### config.mk
export PLATFORM = sky130hd
export DESIGN_NAME = ma_window_sched_flat
export DESIGN_NICKNAME = d
export VERILOG_FILES = /design/src/rtl/ma_window_sched_if.sv /design/src/rtl/ma_window_sched.sv /design/src/flat_wrapper.sv
export SDC_FILE = /design/constraint.sdc
export NUM_CORES = 1
export LEC_CHECK = 0
export BUFFER_PORTS_ARGS = -buffer_cell sky130_fd_sc_hd__buf_2
export CAP_MARGIN = 20
export CORE_ASPECT_RATIO = 0.8
export CORE_MARGIN = 2
export CORE_UTILIZATION = 30
export CTS_BUF_LIST = sky130_fd_sc_hd__clkbuf_16
export DETAILED_ROUTE_END_ITERATION = 10
export HOLD_SLACK_MARGIN = 0.06
export PLACE_DENSITY = 0.54
export SKIP_CTS_REPAIR_TIMING = 1
export SLEW_MARGIN = 25
export SYNTH_ARGS = -nofsm -noshare
export SYNTH_HDL_FRONTEND = slang
export SYNTH_SLANG_ARGS = --single-unit
### constraint.sdc
create_clock -name clk -period 3.77 [get_ports clk]
set_clock_uncertainty 0.2 [all_clocks]
set_input_delay 0.377 -clock clk [delete_from_list [all_inputs] [get_ports clk]]
set_output_delay 0.377 -clock clk [all_outputs]
set_load 0.01 [all_outputs]
### src/rtl/ma_window_sched_if.sv
// Requester-side handshake bundle for ma_window_sched: per-requester
// valid/data, the one-hot grant coming back, and the flush request.
interface ma_window_sched_if #(
  parameter int NUM_REQ = 3,
  parameter int DW      = 2
);
  logic [NUM_REQ-1:0]    req_valid;
  logic [NUM_REQ*DW-1:0] req_data;
  logic [NUM_REQ-1:0]    req_ready;
  logic                  flush;

  // Sample sources and the flush requester
  modport master (output req_valid, req_data, flush, input req_ready);
  // The scheduler
  modport slave  (input req_valid, req_data, flush, output req_ready);
endinterface

### src/rtl/ma_window_sched.sv
// ma_window_sched: round-robin sample scheduler for the moving-average
// datapath. Grants one requester at a time, issues a shift pulse per
// accepted sample, tracks window fill and raises out_enable once the
// window holds WINDOW_SIZE samples. A flush (sticky) clears the window.
// Optional feature: define MA_SCHED_AUTOFLUSH_EN to build an idle counter
// that raises a flush after IDLE_TIMEOUT quiet cycles with a non-empty window.
// Reset rst_n is asynchronous and active-high (1 = in reset).
module ma_window_sched #(
  parameter int NUM_REQ      = 3,
  parameter int WINDOW_SIZE  = 4,
  parameter int DW           = 2,
  parameter int IDLE_TIMEOUT = 255
) (
  input  logic                clk,
  input  logic                rst_n,
  ma_window_sched_if.slave    bus,
  output logic                ma_shift,
  output logic [DW-1:0]       ma_data,
  output logic [1:0]          ma_src,
  output logic                ma_clear,
  output logic [3:0]          fill_count,
  output logic                window_full,
  output logic                out_enable,
  output logic                busy
);

  typedef enum logic [1:0] {IDLE, GRANT, ISSUE, CLEAR} state_t;

  localparam logic [3:0] FULL_CNT = 4'(WINDOW_SIZE);

  state_t     state;
  logic [1:0] last_grant;
  logic [1:0] grant_idx;
  logic [1:0] win_idx;
  logic       pending;
  logic       auto_flush;
  logic       flush_evt;
  logic [3:0] fill_next;

  assign flush_evt = bus.flush | auto_flush;

  // Round-robin winner: first valid requester after last_grant, wrapping.
  always_comb begin
    logic       found;
    logic [1:0] idx;
    // NOTE: every variable gets a value before any branch so no latch is inferred.
    win_idx = '0;
    found   = 1'b0;
    idx     = '0;
    for (int k = 1; k <= NUM_REQ; k++) begin
      idx = 2'((int'(last_grant) + k) % NUM_REQ);
      if (!found && bus.req_valid[idx]) begin
        win_idx = idx;
        found   = 1'b1;
      end
    end
  end

  // Next fill level: cleared by CLEAR, bumped by ISSUE, saturating when full.
  always_comb begin
    fill_next = fill_count;
    if (state == CLEAR)
      fill_next = '0;
    else if (state == ISSUE && fill_count != FULL_CNT)
      fill_next = fill_count + 4'd1;
  end

  // Scheduler FSM with all outputs registered alongside the state.
  // NOTE: asynchronous reset in the sensitivity list, and <= for every
  // state element so all registers update together on the edge.
  always_ff @(posedge clk or posedge rst_n) begin
    if (rst_n) begin
      state         <= IDLE;
      last_grant    <= 2'(NUM_REQ - 1);
      grant_idx     <= '0;
      pending       <= 1'b0;
      bus.req_ready <= '0;
      ma_shift      <= 1'b0;
      ma_data       <= '0;
      ma_src        <= '0;
      ma_clear      <= 1'b0;
      fill_count    <= '0;
      window_full   <= 1'b0;
      out_enable    <= 1'b0;
      busy          <= 1'b0;
    end else begin
      bus.req_ready <= '0;
      ma_shift      <= 1'b0;
      ma_clear      <= 1'b0;
      fill_count    <= fill_next;
      window_full   <= (fill_next == FULL_CNT);
      out_enable    <= (fill_next == FULL_CNT);
      if (flush_evt)
        pending <= 1'b1;

      case (state)
        IDLE: begin
          if (pending || flush_evt) begin
            state    <= CLEAR;
            ma_clear <= 1'b1;
            busy     <= 1'b1;
          end else if (|bus.req_valid) begin
            grant_idx     <= win_idx;
            bus.req_ready <= NUM_REQ'(1) << win_idx;
            state         <= GRANT;
            busy          <= 1'b1;
          end else begin
            busy <= 1'b0;
          end
        end
        GRANT: begin
          if (bus.req_valid[grant_idx]) begin
            ma_data    <= bus.req_data[grant_idx*DW +: DW];
            ma_src     <= grant_idx;
            last_grant <= grant_idx;
            ma_shift   <= 1'b1;
            state      <= ISSUE;
            busy       <= 1'b1;
          end else begin
            state <= IDLE;
            busy  <= 1'b0;
          end
        end
        ISSUE: begin
          // A flush that arrived while this sample was in flight clears right after it.
          if (pending || flush_evt) begin
            state    <= CLEAR;
            ma_clear <= 1'b1;
            busy     <= 1'b1;
          end else begin
            state <= IDLE;
            busy  <= 1'b0;
          end
        end
        CLEAR: begin
          // NOTE: the last non-blocking assignment in the block wins, so this
          // overrides the flush-sets-pending assignment above.
          pending <= 1'b0;
          state   <= IDLE;
          busy    <= 1'b0;
        end
        default: begin
          state <= IDLE;
          busy  <= 1'b0;
        end
      endcase
    end
  end

`ifdef MA_SCHED_AUTOFLUSH_EN
  logic [7:0] idle_cnt;
  logic       xfer;

  assign xfer       = (state == GRANT) && bus.req_valid[grant_idx];
  assign auto_flush = (idle_cnt == 8'(IDLE_TIMEOUT));

  // Idle counter: counts quiet cycles with samples in the window, holds at the limit.
  always_ff @(posedge clk or posedge rst_n) begin
    if (rst_n)
      idle_cnt <= '0;
    else if (xfer || state == CLEAR)
      idle_cnt <= '0;
    else if (fill_count != 4'd0 && !auto_flush)
      idle_cnt <= idle_cnt + 8'd1;
  end
`else
  logic [7:0] unused_timeout;

  assign auto_flush     = 1'b0;
  assign unused_timeout = 8'(IDLE_TIMEOUT);
`endif

endmodule

### src/flat_wrapper.sv
// flat-port wrapper written by rule: the top's interface ports become plain ports
module ma_window_sched_flat 
#(
  parameter int NUM_REQ      = 3,
  parameter int WINDOW_SIZE  = 4,
  parameter int DW           = 2,
  parameter int IDLE_TIMEOUT = 255
)
  (clk, rst_n, ma_shift, ma_data, ma_src, ma_clear, fill_count, window_full, out_enable, busy, bus_req_valid, bus_req_data, bus_flush, bus_req_ready);
  ma_window_sched_if #(.NUM_REQ(NUM_REQ), .DW(DW)) bus_i ();
  input  logic clk;
  input  logic rst_n;
  output logic ma_shift;
  output logic [DW-1:0] ma_data;
  output logic [1:0] ma_src;
  output logic ma_clear;
  output logic [3:0] fill_count;
  output logic window_full;
  output logic out_enable;
  output logic busy;
  input wire logic [$bits(bus_i.req_valid)-1:0] bus_req_valid;
  input wire logic [$bits(bus_i.req_data)-1:0] bus_req_data;
  input wire logic [$bits(bus_i.flush)-1:0] bus_flush;
  output wire logic [$bits(bus_i.req_ready)-1:0] bus_req_ready;
  assign bus_i.req_valid = bus_req_valid;
  assign bus_i.req_data = bus_req_data;
  assign bus_i.flush = bus_flush;
  assign bus_req_ready = bus_i.req_ready;
  ma_window_sched #(.NUM_REQ(NUM_REQ), .WINDOW_SIZE(WINDOW_SIZE), .DW(DW), .IDLE_TIMEOUT(IDLE_TIMEOUT)) u_core (.clk(clk), .rst_n(rst_n), .bus(bus_i), .ma_shift(ma_shift), .ma_data(ma_data), .ma_src(ma_src), .ma_clear(ma_clear), .fill_count(fill_count), .window_full(window_full), .out_enable(out_enable), .busy(busy));
endmodule
---- Yosys cells after proc, flatten, opt, wreduce, memory -nomap -nowiden ----
Cells that the tools add are included.
storage, ports and cells
  register bits ........................... 22
  output and inout bits ................... 16
  logic and storage cells ................. 76
  bits of input ports ..................... 12
operators by class
  shift operators ......................... 2
  reductions and logical operators ........ 12
  $add $sub $neg .......................... 4
  order comparisons ....................... 4
  bitwise gates (word level) .............. 1
  muxes and demuxes ....................... 32
  divide/modulo/power cells ............... 3
  equal/unequal tests ..................... 6
operator list
  kind                                                                       number
  32-bit by 3-bit remainder unit with 32-bit output (second input constant)  3
  1-bit two-way mux                                                          14
  2-bit two-way mux                                                          7
  2-bit by 3-bit < comparator with 1-bit output (second input constant)      4
  3-bit two-way mux                                                          3
  1-bit binary-select mux with 2-bit select                                  4
  4-bit two-way mux                                                          2
  2-bit case mux with 4 select lines                                         1
  2-bit by 2-bit adder with 3-bit output (second input constant)             2
  6-bit by 4-bit variable part select with 2-bit output                      1
  4-bit by 1-bit adder with 4-bit output (second input constant)             1
  2-bit == test (second input constant)                                      2
  4-bit by 3-bit == test with 1-bit output (second input constant)           1
  4-bit by 3-bit inequality test with 1-bit output (second input constant)   1
  1-bit case mux with 4 select lines                                         1
  2-bit by 1-bit adder with 3-bit output (second input constant)             1
  1-bit logical AND                                                          3
  3-bit by 1-bit inequality test with 1-bit output (second input constant)   1
  3-bit AND reduction                                                        1
  3-bit OR reduction                                                         1
  1-bit by 2-bit << shifter with 3-bit output (first input constant)         1
  2-bit by 1-bit == test with 1-bit output (second input constant)           1
  1-bit logical NOT                                                          2
  2-bit logical NOT                                                          1
  5 further kinds                                                            5

---- Depth between registers and ports, before layout ----
Gate-level depths: netlist (run 1).
  word-level depth ........................ 15
  depth in mapped cells ................... 6
  depth with buffers taken out ............ 6

---- Worst setup path after synthesis (run 1) ----
OpenSTA, ideal clock, no wires.
  path kind ............................... register to register
  start point ............................. register u_core.last_grant[1]
  end point ............................... register u_core.grant_idx[1]
  data required time ...................... 3.452 ns
  arrival ................................. 1.510 ns
  clock period less this slack ............ 1.828 ns
  buffers on the path ..................... 0
  stages on the path, launching flop included .. 6
  path slack .............................. 1.942 ns
  setup time .............................. 0.118 ns
  cell sequence ........................... dfstp_2 > ha_1 > nor2b_1 > o311ai_0 > nor2_2 > a21o_1
between the ends
  cells in the longest elaborated chain, start to end .. 11
  elaborated cells on any way between the ends .. 21
  those cells by class .................... add/sub: 3; div: 3; mux: 11; reduce/logical: 4
RTL lines
  element                                            line                    source
  from (decl)                                        ma_window_sched.sv:32   logic [1:0] last_grant;
  from (signal assigned)                             ma_window_sched.sv:74   last_grant <= 2'(NUM_REQ - 1);
  from (signal assigned)                             ma_window_sched.sv:115  last_grant <= grant_idx;
  2-bit by 1-bit adder with 3-bit output             ma_window_sched.sv:51   idx = 2'((int'(last_grant) + k) % NUM_REQ);
  32-bit by 3-bit remainder unit with 32-bit output  ma_window_sched.sv:51
  1-bit binary-select mux with 2-bit select          ma_window_sched.sv:52   if (!found && bus.req_valid[idx]) begin
  1-bit two-way mux (not written as such)            ma_window_sched.sv:52
  1-bit two-way mux                                  ma_window_sched.sv:52
  1-bit logical NOT                                  ma_window_sched.sv:52
  1-bit logical AND                                  ma_window_sched.sv:52
  1-bit two-way mux                                  ma_window_sched.sv:52
  1-bit logical NOT                                  ma_window_sched.sv:52
  1-bit logical AND                                  ma_window_sched.sv:52
  2-bit two-way mux (*)                              ma_window_sched.sv:52
  to (signal assigned)                               ma_window_sched.sv:103  grant_idx <= win_idx;
  to (decl)                                          ma_window_sched.sv:33   logic [1:0] grant_idx;
Every way passes the cells marked *; elsewhere a longest branch is shown, timed or not. The select of a mux whose other input is x is not followed.
A chain may end at the register's enable or synchronous reset.

---- Worst setup path in the final report (run 1) ----
  start point ............................. register u_core.last_grant[0]
  end point ............................... register u_core.grant_idx[1]
The elaborated chain is that of the path after synthesis.

==> qor.yml, run 1 <==
fin_tns_setup_ns: 0
ys.flop_type: "dfrtp_1"
post_synth_fa_ha_maj_area_fraction_pct: 5.75
syn_inst: 100
syn2layout_area_growth_pct: 21.4
grt_antenna_before_repair: 0
total_track_usage_pct: 11.5
post_synth_design_cell_area_mm2: 0.00109
power.ir.vdd_worst_mv: 0.306
routed_wirelength_mm: 2.17
synth.mux.area_fraction_pct: 8.85
synth_simple_gate_area_share_pct: 17.7
min_period_over_period_pct: 52.9
cts-buffers-inserted: 3
io_buffer_count: 27
criticalPathCategory: "reg2reg"
max-cap-violations: 0
cts.htree.levels: 1
floorplan.rows: 19
timing.critical_path.required_ns: 3.71
max_slew_margin_pct: 47.9
powerDensity_mw_per_mm2: 819
synthXorXnorAreaFrac_pct: 0.805
layout.cells.most_common: "buf_2"
grt_pass1_wl_mm: 3.69
crit_path_buf_inv_count: 1
die_w_um: 71.3
antenna_violating_nets_post_route: 0
tritoncts: "yes"
syn_avg_cell_area_um2: 10.9
detailedPlacementHpwl_mm: 1.60
critical-path-top-delay-family: "compound AO/OA/AOI/OAI gates"
worst_path_max_delay_cell: "o311ai_0"
drive_above_1_share_pct: 34.1
crit_path_max_incr_delay_ns: 0.46
setup_violations: 0
reg2reg_depth: 6
largest_family_of_logic_cells_by_synthesized_area: "simple AND/OR/NAND/NOR gates"
critical_register_to_register_path_endpoint: "u_core.grant_idx[1]"
die-area_mm2: 0.00413
top_library_cells_by_usage_in_the_layout_fill_and_taps_aside: "buf_2, dfrtp_1, inv_1, nor2_1"
timing.final.max_slew_violations: 0
arrival_ns: 1.94
synth_seq_area_share_pct: 48.4
yosysWarningCount: 0
place_inst: 164
routabilityCongestion: 0.787
grt_start_max_net_pins: 22
total_leakage_power_uw: 0.000651
asyncSetResetFlopFracSynth_pct: 100
clk_latency_ns: 0.25
final_hold_violating_endpoints: 0
detailed_routing_iterations_pass_1: 4
vias_per_cell: 4.96
worst_path_clk_slew_ns: 0.06
timing.critical_path.to_type: "flip-flop"
wire_per_inst_um: 12.9
dr.first_iter.drc_count: 33
design.core.area_mm2: 0.00345
grt_pass1_vias: 795
die_height_um: 57.9
tightest_slew_ns: 0.780
synthDistinctLibCells: 40
grt_setup_unrepaired: "no"
max-clock-path-buffers: 2
detailroute.via_count: 833
critPathLaunchType: "flip-flop"
final_nets: 144
remaining_drc_errors: 0
r2r_setup_slack_ns: 1.78
n_antenna_cell: 0
period_minus_slack_ns: 1.99
syn-num-nets: 117
num_io_pins: 28
worstHoldPathType: "in2async"
timing.critical_path.cells: "inv_1 > ha_1 > nor2b_1 > o311ai_0 > nor2_2 > a21o_1"
root_buf_cell: "clkbuf_16"
run_status: "finished, final reports clean"
crit_path_max_fanout: 6
grt_overflow_total: 0
ys_ff_latch: 21
count_of_non_filler_cells_in_the_finished_layout: 168
clock_sinks: 21
achievable-frequency_mhz: 501
start_util_pct: 31.6
timing.rr.start: "u_core.last_grant[0]"
synth_edf_count: 0
synth_compound_area_share_pct: 12.5
## Yosys cell counts (3+ instances only)
library cell   n  area (µm²)
o21ai_0        4        20.0
nand2_1        3        11.3
nor2_1         6        22.5
mux2_2         5        56.3
dfrtp_1       20         500
o22ai_1        3        18.8
mux2i_1        4        40.0
ha_1           5        62.6
a21oi_1        4        20.0
inv_1          8        30.0
nor2b_1        3        18.8
## report_power, final
group	internal (µW)	total (µW)	switching [µW]	leakage, µW
sequential	320	431	111	0.000265
combinational	214	430	216	0.000345
clock	142	221	79.1	0.0000409
## how the worst max path moves through the flow
stage | start | end | slack, ns | cells past startpoint
finish | u_core.last_grant[0] | u_core.grant_idx[1] | 1.78 | 6
floorplan | u_core.last_grant[1] | u_core.grant_idx[1] | 1.94 | 5
global route | u_core.last_grant[0] | u_core.grant_idx[1] | 1.59 | 6
global placement | u_core.last_grant[1] | u_core.grant_idx[1] | 1.86 | 5
detailed placement | u_core.last_grant[0] | u_core.grant_idx[1] | 1.81 | 6
CTS | u_core.last_grant[0] | u_core.grant_idx[1] | 1.79 | 6
## worst reg2reg max path, delay by kind of cell, from the launching register on
kind | cells | cell delay [ns]
simple gates | 2 | 0.23
flops | 1 | 0.41
fa+ha+maj | 1 | 0.36
buf+inv | 1 | 0.06
compound gates | 2 | 0.63
## cell families (layout without fill, tap and decap cells)
| family | after synthesis | in the layout |
|---|---|---|
| multiplexers | 9 | 9 |
| adder cells (fa/ha/maj) | 5 | 5 |
| flip-flops | 21 | 21 |
| XOR/XNOR | 1 | 1 |
| AND/OR/NAND/NOR | 30 | 30 |
| AO/OA/AOI/OAI | 21 | 21 |
| buffers and inverters | 13 | 39 |
## layout make-up
cell class | count | area, µm²
Inverter | 8 | 30.0
Timing Repair Buffer | 27 | 135
Tap cell | 42 | 52.6
Clock inverter | 1 | 5.00
Sequential cell | 21 | 527
Fill cell | 347 | 2130
Clock buffer | 3 | 75.1
Multi-Input combinational cell | 66 | 497
## flip-flops by register name, indices dropped and copies added, names as in the netlist
signal,count
u_core.ma_clear,1
u_core.ma_data,2
u_core.fill_count,4
u_core.pending,1
u_core.ma_src,1
u_core.window_full,1
u_core.busy,1
u_core.grant_idx,2
u_core.state,2
u_core.last_grant,2
u_core.bus.req_ready,3
u_core.ma_shift,1
## per-layer routing
metal / vias to the layer above / wire [µm] / global-route usage, %
li1: 409 / - / -
met1: 393 / 1070 / 16.0
met2: 27 / 905 / 16.4
met3: 4 / 163 / 4.87
met4: 0 / 30 / 3.50
met5: - / 0 / 0
## through the flow
step	hold WS (ns)	power [µW]	util [%]	cell area (µm²)	worst slack, ns
6_report	0.0591	1080	38.3	1320	1.78
4_1_cts	0.0832	1090	38.3	1320	1.79
3_5_place_dp	0.296	868	36.0	1240	1.81
5_1_grt	0.141	1170	38.3	1320	1.59
2_1_floorplan	0.153	749	-	1090	1.94
3_3_place_gp	0.288	853	36.0	1240	1.86
Note: power is estimated with default switching activity, not from simulation.
==> run 2, diff against run 1 <==
--- a/config.mk
+++ b/config.mk
@@ -13,7 +13,7 @@
 export CTS_BUF_LIST = sky130_fd_sc_hd__clkbuf_16
 export DETAILED_ROUTE_END_ITERATION = 10
 export HOLD_SLACK_MARGIN = 0.06
-export PLACE_DENSITY = 0.54
+export PLACE_DENSITY = 0.56
 export SKIP_CTS_REPAIR_TIMING = 1
 export SLEW_MARGIN = 25
 export SYNTH_ARGS = -nofsm -noshare
==> constraint.sdc (replaced) <==
create_clock -name clk -period 1.7 [get_ports clk]
set_clock_uncertainty 0.2 [all_clocks]
set_input_delay 0.17 -clock clk [delete_from_list [all_inputs] [get_ports clk]]
set_output_delay 0.17 -clock clk [all_outputs]
set_load 0.01 [all_outputs]
==> qor.yml, run 2 (synthesized netlist as in run 1, its figures left out) <==
max_reg_flops: 4  # unchanged
grt_pass1_vias: 877  # +10%
n_antenna_cell: 0  # unchanged
grt_antenna_before_repair: 0  # unchanged
crit_path_max_fanout: 6  # unchanged
worstHoldPathType: "in2reg"
power.share.combinational_pct: 50.6  # +11 points
num_io_pins: 28  # unchanged
top_regs: "u_core.fill_count: 4 flops, u_core.bus.req_ready: 3 flops"
grt_setup_unrepaired: "yes"
achievable-frequency_mhz: 583  # +16%
criticalPathCategory: "reg2reg"
remaining_drc_errors: 0  # unchanged
routabilityCongestion: 0.829  # +5.3%
worst_path_clk_slew_ns: 0.06  # about the same
die_height_um: 57.9  # unchanged
grt_overflow_total: 0  # unchanged
grt_start_max_net_pins: 22  # unchanged
powerDensity_mw_per_mm2: 1840  # +120%
power.internal_uw: 1760  # +160%
top_library_cells_by_usage_in_the_layout_fill_and_taps_aside: "buf_2, dfrtp_1, buf_4, inv_1, nor2_1"
failing_checks: "negative setup slack"
clk_latency_ns: 0.25  # about the same
seq_area_um2: 527  # unchanged
max-clock-path-buffers: 2  # unchanged
syn2layout_area_growth_pct: 40.8
max-cap-violations: 0  # unchanged
tightest_slew_ns: 0.444  # -0.337 ns
die_w_um: 71.3  # unchanged
design.core.area_mm2: 0.00345  # unchanged
sequentialPowerShare_pct: 32.2  # -7.6 points
clkPwrFrac_pct: 17.2  # -3.3 points
grt_pass1_wl_mm: 3.99  # +8.0%
timing.critical_path.required_ns: 1.64  # -2.07 ns
routed_wirelength_mm: 2.50  # +15%
dr.first_iter.drc_count: 38  # +15%
layout.cells.most_common: "buf_2"
root_buf_cell: "clkbuf_16"
antenna_violating_nets_post_route: 0  # unchanged
fin_area_mm2: 0.00153  # +16%
critPathLaunchType: "flip-flop"
final_hold_violating_endpoints: 0  # unchanged
drive_above_1_share_pct: 47.9  # +14 points
die-area_mm2: 0.00413  # unchanged
arrival_ns: 1.66  # -0.28 ns
run_status: "finished, violations left"
io_buffer_count: 27  # unchanged
vias_per_cell: 4.93  # -0.49%
postLayoutSetupSlackWorst_ns: -0.0153  # -1.79 ns
cts-buffers-inserted: 3  # unchanged
period_minus_slack_ns: 1.72  # -0.280 ns
power.total_uw: 2820  # +160%
power.ir.vdd_worst_mv: 0.605  # +97%
timing.critical_path.to_type: "flip-flop"
placed_cell_area_mm2: 0.00133  # +7.1%
max_slew_margin_pct: 70.1  # +22 points
detailedPlacementHpwl_mm: 1.75  # +9.7%
cts.htree.levels: 1  # unchanged
floorplan.rows: 19  # unchanged
start_util_pct: 31.6  # unchanged
tritoncts: "yes"
timing.final.max_slew_violations: 0  # unchanged
total_track_usage_pct: 12.4  # +0.90 points
utilization_pct: 44.5  # +6.1 points
area_of_the_multi_input_gates_um2: 597  # +20%
switching_power_uw: 1050  # +160%
swShare_pct: 37.4  # -0.15 points
clock_sinks: 21  # unchanged
min_period_over_period_pct: 101  # +48 points
fill_cells: 315  # -9.2%
total_leakage_power_uw: 0.000734  # +13%
detailed_routing_iterations_pass_1: 4  # unchanged
largest-register: "u_core.fill_count"
final_nets: 158  # +9.7%
wire_per_inst_um: 13.7  # +6.5%
detailroute.via_count: 898  # +7.8%
setup_violations: 1  # +1
run 2: cell types whose count changed in the layout (fill, tap and decap cells not counted), moves of 2 or more:
cell,previous run,this run
ha_4,0,3
buf_4,0,11
nor2b_1,3,1
nor4b_1,2,0
dlygate4sd3_1,0,3
ha_1,5,1
run 2: final cells by class:
cell class / instances / share of cell area [%]
repair buffers: 41 / 16.2
well taps: 42 / 3.43
clock buffers: 3 / 4.90
inverters: 8 / 1.96
clock inverters: 1 / 0.245
flip-flops and latches: 21 / 34.4
multi-input cells: 66 / 38.9
run 2: power groups by stage:
stage | Sequential (µW) | Clock (µW) | Combinational [µW]
finish | 907 | 485 | 1430
global route | 936 | 516 | 1580
CTS | 906 | 494 | 1210
detailed placement | 913 | 0 | 1200
global placement | 901 | 0 | 1180
floorplan | 914 | 0 | 788
run 2: path summary, 6_finish.rpt:
path	start	cells past startpoint	endpoint	slack [ns]
worst max-delay path	u_core.last_grant[1]	5	u_core.grant_idx[1]	-0.02
worst min-delay path	bus_req_data[2]	4	u_core.ma_data[0]	0.06
worst max register to register	u_core.last_grant[1]	5	u_core.grant_idx[1]	-0.02
worst min register to register	u_core.ma_data[0]	1	u_core.ma_data[0]	0.31
max in group asynchronous	rst_n	4	u_core.last_grant[1]	0.74
min in group asynchronous	rst_n	4	u_core.fill_count[2]	0.29
run 2: through the flow:
stage          std cells  hold slack (ns)  setup TNS [ns]  setup WS (ns)
4_1_cts              178           -0.247          -0.327         -0.115
3_5_place_dp         174           0.0149          -0.234        -0.0922
6_report             182           0.0565         -0.0153        -0.0153
2_1_floorplan        100          -0.0542               0         0.0240
5_1_grt              182           0.0876          -0.248        -0.0848
3_3_place_gp         174          0.00914         -0.0980        -0.0598
run 2: worst max-delay path, cell delays in order (launching register included):
cell and delay (ns):
dfstp_2 0.56, ha_4 0.22, nor2b_4 0.13, o311ai_2 0.27
nor2_2 0.07, a21o_1 0.15
run 2: metal layers:
| metal | global-route usage [%] | wire length [µm] | part of all wire [%] | vias up |
|---|---|---|---|---|
| met5 | 0 | 0 | 0 | - |
| met4 | 6.20 | 40 | 1.6 | 0 |
| met3 | 3.30 | 154 | 6.2 | 4 |
| met2 | 17.6 | 1090 | 44 | 26 |
| met1 | 17.5 | 1220 | 49 | 429 |
| li1 | - | - | - | 439 |
==> run 3, diff against run 2 <==
--- a/config.mk
+++ b/config.mk
@@ -13,7 +13,7 @@
 export CTS_BUF_LIST = sky130_fd_sc_hd__clkbuf_16
 export DETAILED_ROUTE_END_ITERATION = 10
 export HOLD_SLACK_MARGIN = 0.06
-export PLACE_DENSITY = 0.56
+export PLACE_DENSITY = 0.54
 export SKIP_CTS_REPAIR_TIMING = 1
 export SLEW_MARGIN = 25
 export SYNTH_ARGS = -nofsm -noshare
==> constraint.sdc (replaced) <==
create_clock -name clk -period 1.6 [get_ports clk]
set_clock_uncertainty 0.2 [all_clocks]
set_input_delay 0.16 -clock clk [delete_from_list [all_inputs] [get_ports clk]]
set_output_delay 0.16 -clock clk [all_outputs]
set_load 0.01 [all_outputs]
==> qor.yml, run 3 (synthesized netlist as in run 1, its figures left out) <==
crit_path_max_fanout: 4  # -2
die_w_um: 71.3  # unchanged
design.core.area_mm2: 0.00345  # unchanged
timing.critical_path.to_type: "flip-flop"
timing.critical_path.to: "u_core.bus.req_ready[0]"
top_regs: "u_core.fill_count: 4 flops, u_core.bus.req_ready: 3 flops"
top_layer_used: "met4"
detailedPlacementHpwl_mm: 1.74  # -0.63%
layout.cells.most_common: "buf_2"
io_buffer_count: 27  # unchanged
grt_pass1_vias: 858  # -2.2%
routed_wirelength_mm: 2.38  # -4.6%
die-area_mm2: 0.00413  # unchanged
seq_area_um2: 528  # +0.24%
criticalPathCategory: "reg2reg"
detailed_routing_iterations_pass_1: 4  # unchanged
root_buf_cell: "clkbuf_16"
swShare_pct: 37.3  # -0.052 points
power.internal_uw: 1970  # +12%
crit_path_buf_inv_count: 1  # +1
remaining_drc_errors: 0  # unchanged
sequentialPowerShare_pct: 29.3  # -2.9 points
num_io_pins: 28  # unchanged
routed-wl-met3_um: 148  # -3.9%
critical_register_to_register_path_endpoint: "u_core.bus.req_ready[0]"
dr.first_iter.drc_count: 62  # +63%
power.share.combinational_pct: 54.4  # +3.8 points
power.total_uw: 3140  # +12%
total_track_usage_pct: 11.8  # -0.64 points
total_leakage_power_uw: 0.000777  # +5.8%
max-cap-violations: 0  # unchanged
die_height_um: 57.9  # unchanged
wire_per_inst_um: 12.8  # -6.7%
syn2layout_area_growth_pct: 49.1
cts-buffers-inserted: 3  # unchanged
tightest_slew_ns: 0.268  # -0.176 ns
worst_path_max_delay_cell: "dfstp_2"
vias_per_cell: 4.81  # -2.5%
met2_length_mm: 1.05  # -3.4%
critPathLaunchType: "flip-flop"
routabilityCongestion: 0.794  # -4.3%
worst_path_clk_slew_ns: 0.06  # about the same
reg2reg_depth: 5  # unchanged
powerDensity_mw_per_mm2: 1940  # +5.3%
timing.critical_path.required_ns: 1.54  # -0.10 ns
area_of_the_multi_input_gates_um2: 654  # +9.6%
grt_setup_unrepaired: "yes"
cp.depth: 5  # unchanged
power.ir.vdd_worst_mv: 0.813  # +34%
m1WireLength_mm: 1.17  # -4.1%
grt_overflow_total: 0  # unchanged
grt_antenna_before_repair: 0  # unchanged
period_minus_slack_ns: 1.73  # +0.0171 ns
largest-register: "u_core.fill_count"
detailroute.via_count: 895  # -0.33%
tritoncts: "yes"
n_antenna_cell: 0  # unchanged
grt_start_max_net_pins: 22  # unchanged
cts.htree.levels: 1  # unchanged
switching_power_uw: 1170  # +11%
start_util_pct: 31.6  # unchanged
max_reg_flops: 4  # unchanged
fill_cells: 311  # -1.3%
timing.final.max_slew_violations: 0  # unchanged
final_hold_violating_endpoints: 0  # unchanged
top_library_cells_by_usage_in_the_layout_fill_and_taps_aside: "buf_2, dfrtp_1, buf_4, nor2_1, mux2_2"
r2r_setup_slack_ns: -0.13  # -0.12 ns
postLayoutSetupSlackWorst_ns: -0.132  # -0.117 ns
worstHoldPathType: "in2reg"
final_nets: 162  # +2.5%
timing.critical_path.cells: "inv_2 > ha_2 > o22ai_2 > o2111ai_2 > and4_1"
cp-startpoint: "u_core.last_grant[1]"
grt_pass1_wl_mm: 3.91  # -1.9%
achievable-frequency_mhz: 577  # -0.99%
critical-path-top-delay-family: "flip-flops"
crit_path_max_incr_delay_ns: 0.56  # about the same
floorplan.rows: 19  # unchanged
holdWs_ns: 0.0474  # -0.00910 ns
timing.rr.start: "u_core.last_grant[1]"
max_slew_margin_pct: 82.1  # +12 points
arrival_ns: 1.67  # about the same
failing_checks: "negative setup slack"
clk_latency_ns: 0.25  # about the same
clkPwrFrac_pct: 16.4  # -0.8 points
post-place-ws_ns: -0.152  # -0.0598 ns
run_status: "finished, violations left"
antenna_violating_nets_post_route: 0  # unchanged
clock_sinks: 21  # unchanged
drive_above_1_share_pct: 56.3  # +8.4 points
max-clock-path-buffers: 2  # unchanged
setup_violations: 4  # +3
min_period_over_period_pct: 108  # +7.4 points
[run 3: worst register-to-register path, cell delays in order, from the launching register on]
cell and delay (ns):
dfstp_2 0.56, inv_2 0.06, ha_2 0.22, o22ai_2 0.21
o2111ai_2 0.15, and4_1 0.22
[run 3: per-layer routing]
metal  track usage [%]  vias to the layer above
met5                 0                        -
met4                 0                        0
met3              4.00                        2
met2              18.9                       31
met1              16.6                      420
li1                  -                      442
[run 3: final cells by class]
type | instances | area share, %
inverters | 8 | 1.85
multi-input cells | 66 | 40.3
clock inverters | 1 | 0.308
well taps | 42 | 3.24
repair buffers | 45 | 17.1
clock buffers | 3 | 4.63
flip-flops and latches | 21 | 32.5
[run 3: worst min path at each step]
stage          depth (start not counted)            start                 endpoint
5_1_grt                                4  bus_req_data[2]        u_core.ma_data[0]
4_1_cts                                3            rst_n              u_core.busy
3_3_place_gp                           3            rst_n       u_core.window_full
2_1_floorplan                          1            rst_n  u_core.bus.req_ready[0]
3_5_place_dp                           3            rst_n              u_core.busy
6_report                               4  bus_req_data[3]        u_core.ma_data[1]
[run 3: power groups by stage]
stage,registers (µW),clock network [µW],logic (µW)
3_3_place_gp,910,0,1390
3_5_place_dp,914,0,1430
5_1_grt,954,548,1870
4_1_cts,912,523,1430
2_1_floorplan,984,0,907
6_report,919,515,1710
[run 3: per-stage QoR]
step	cell area (µm²)	util, %	TNS, ns	instances
2_1_floorplan	1140	-	-0.130	100
3_3_place_gp	1400	40.7	-0.338	178
3_5_place_dp	1400	40.7	-0.629	178
4_1_cts	1480	43.0	-0.787	182
5_1_grt	1620	47.1	-0.988	186
6_report	1620	47.1	-0.402	186
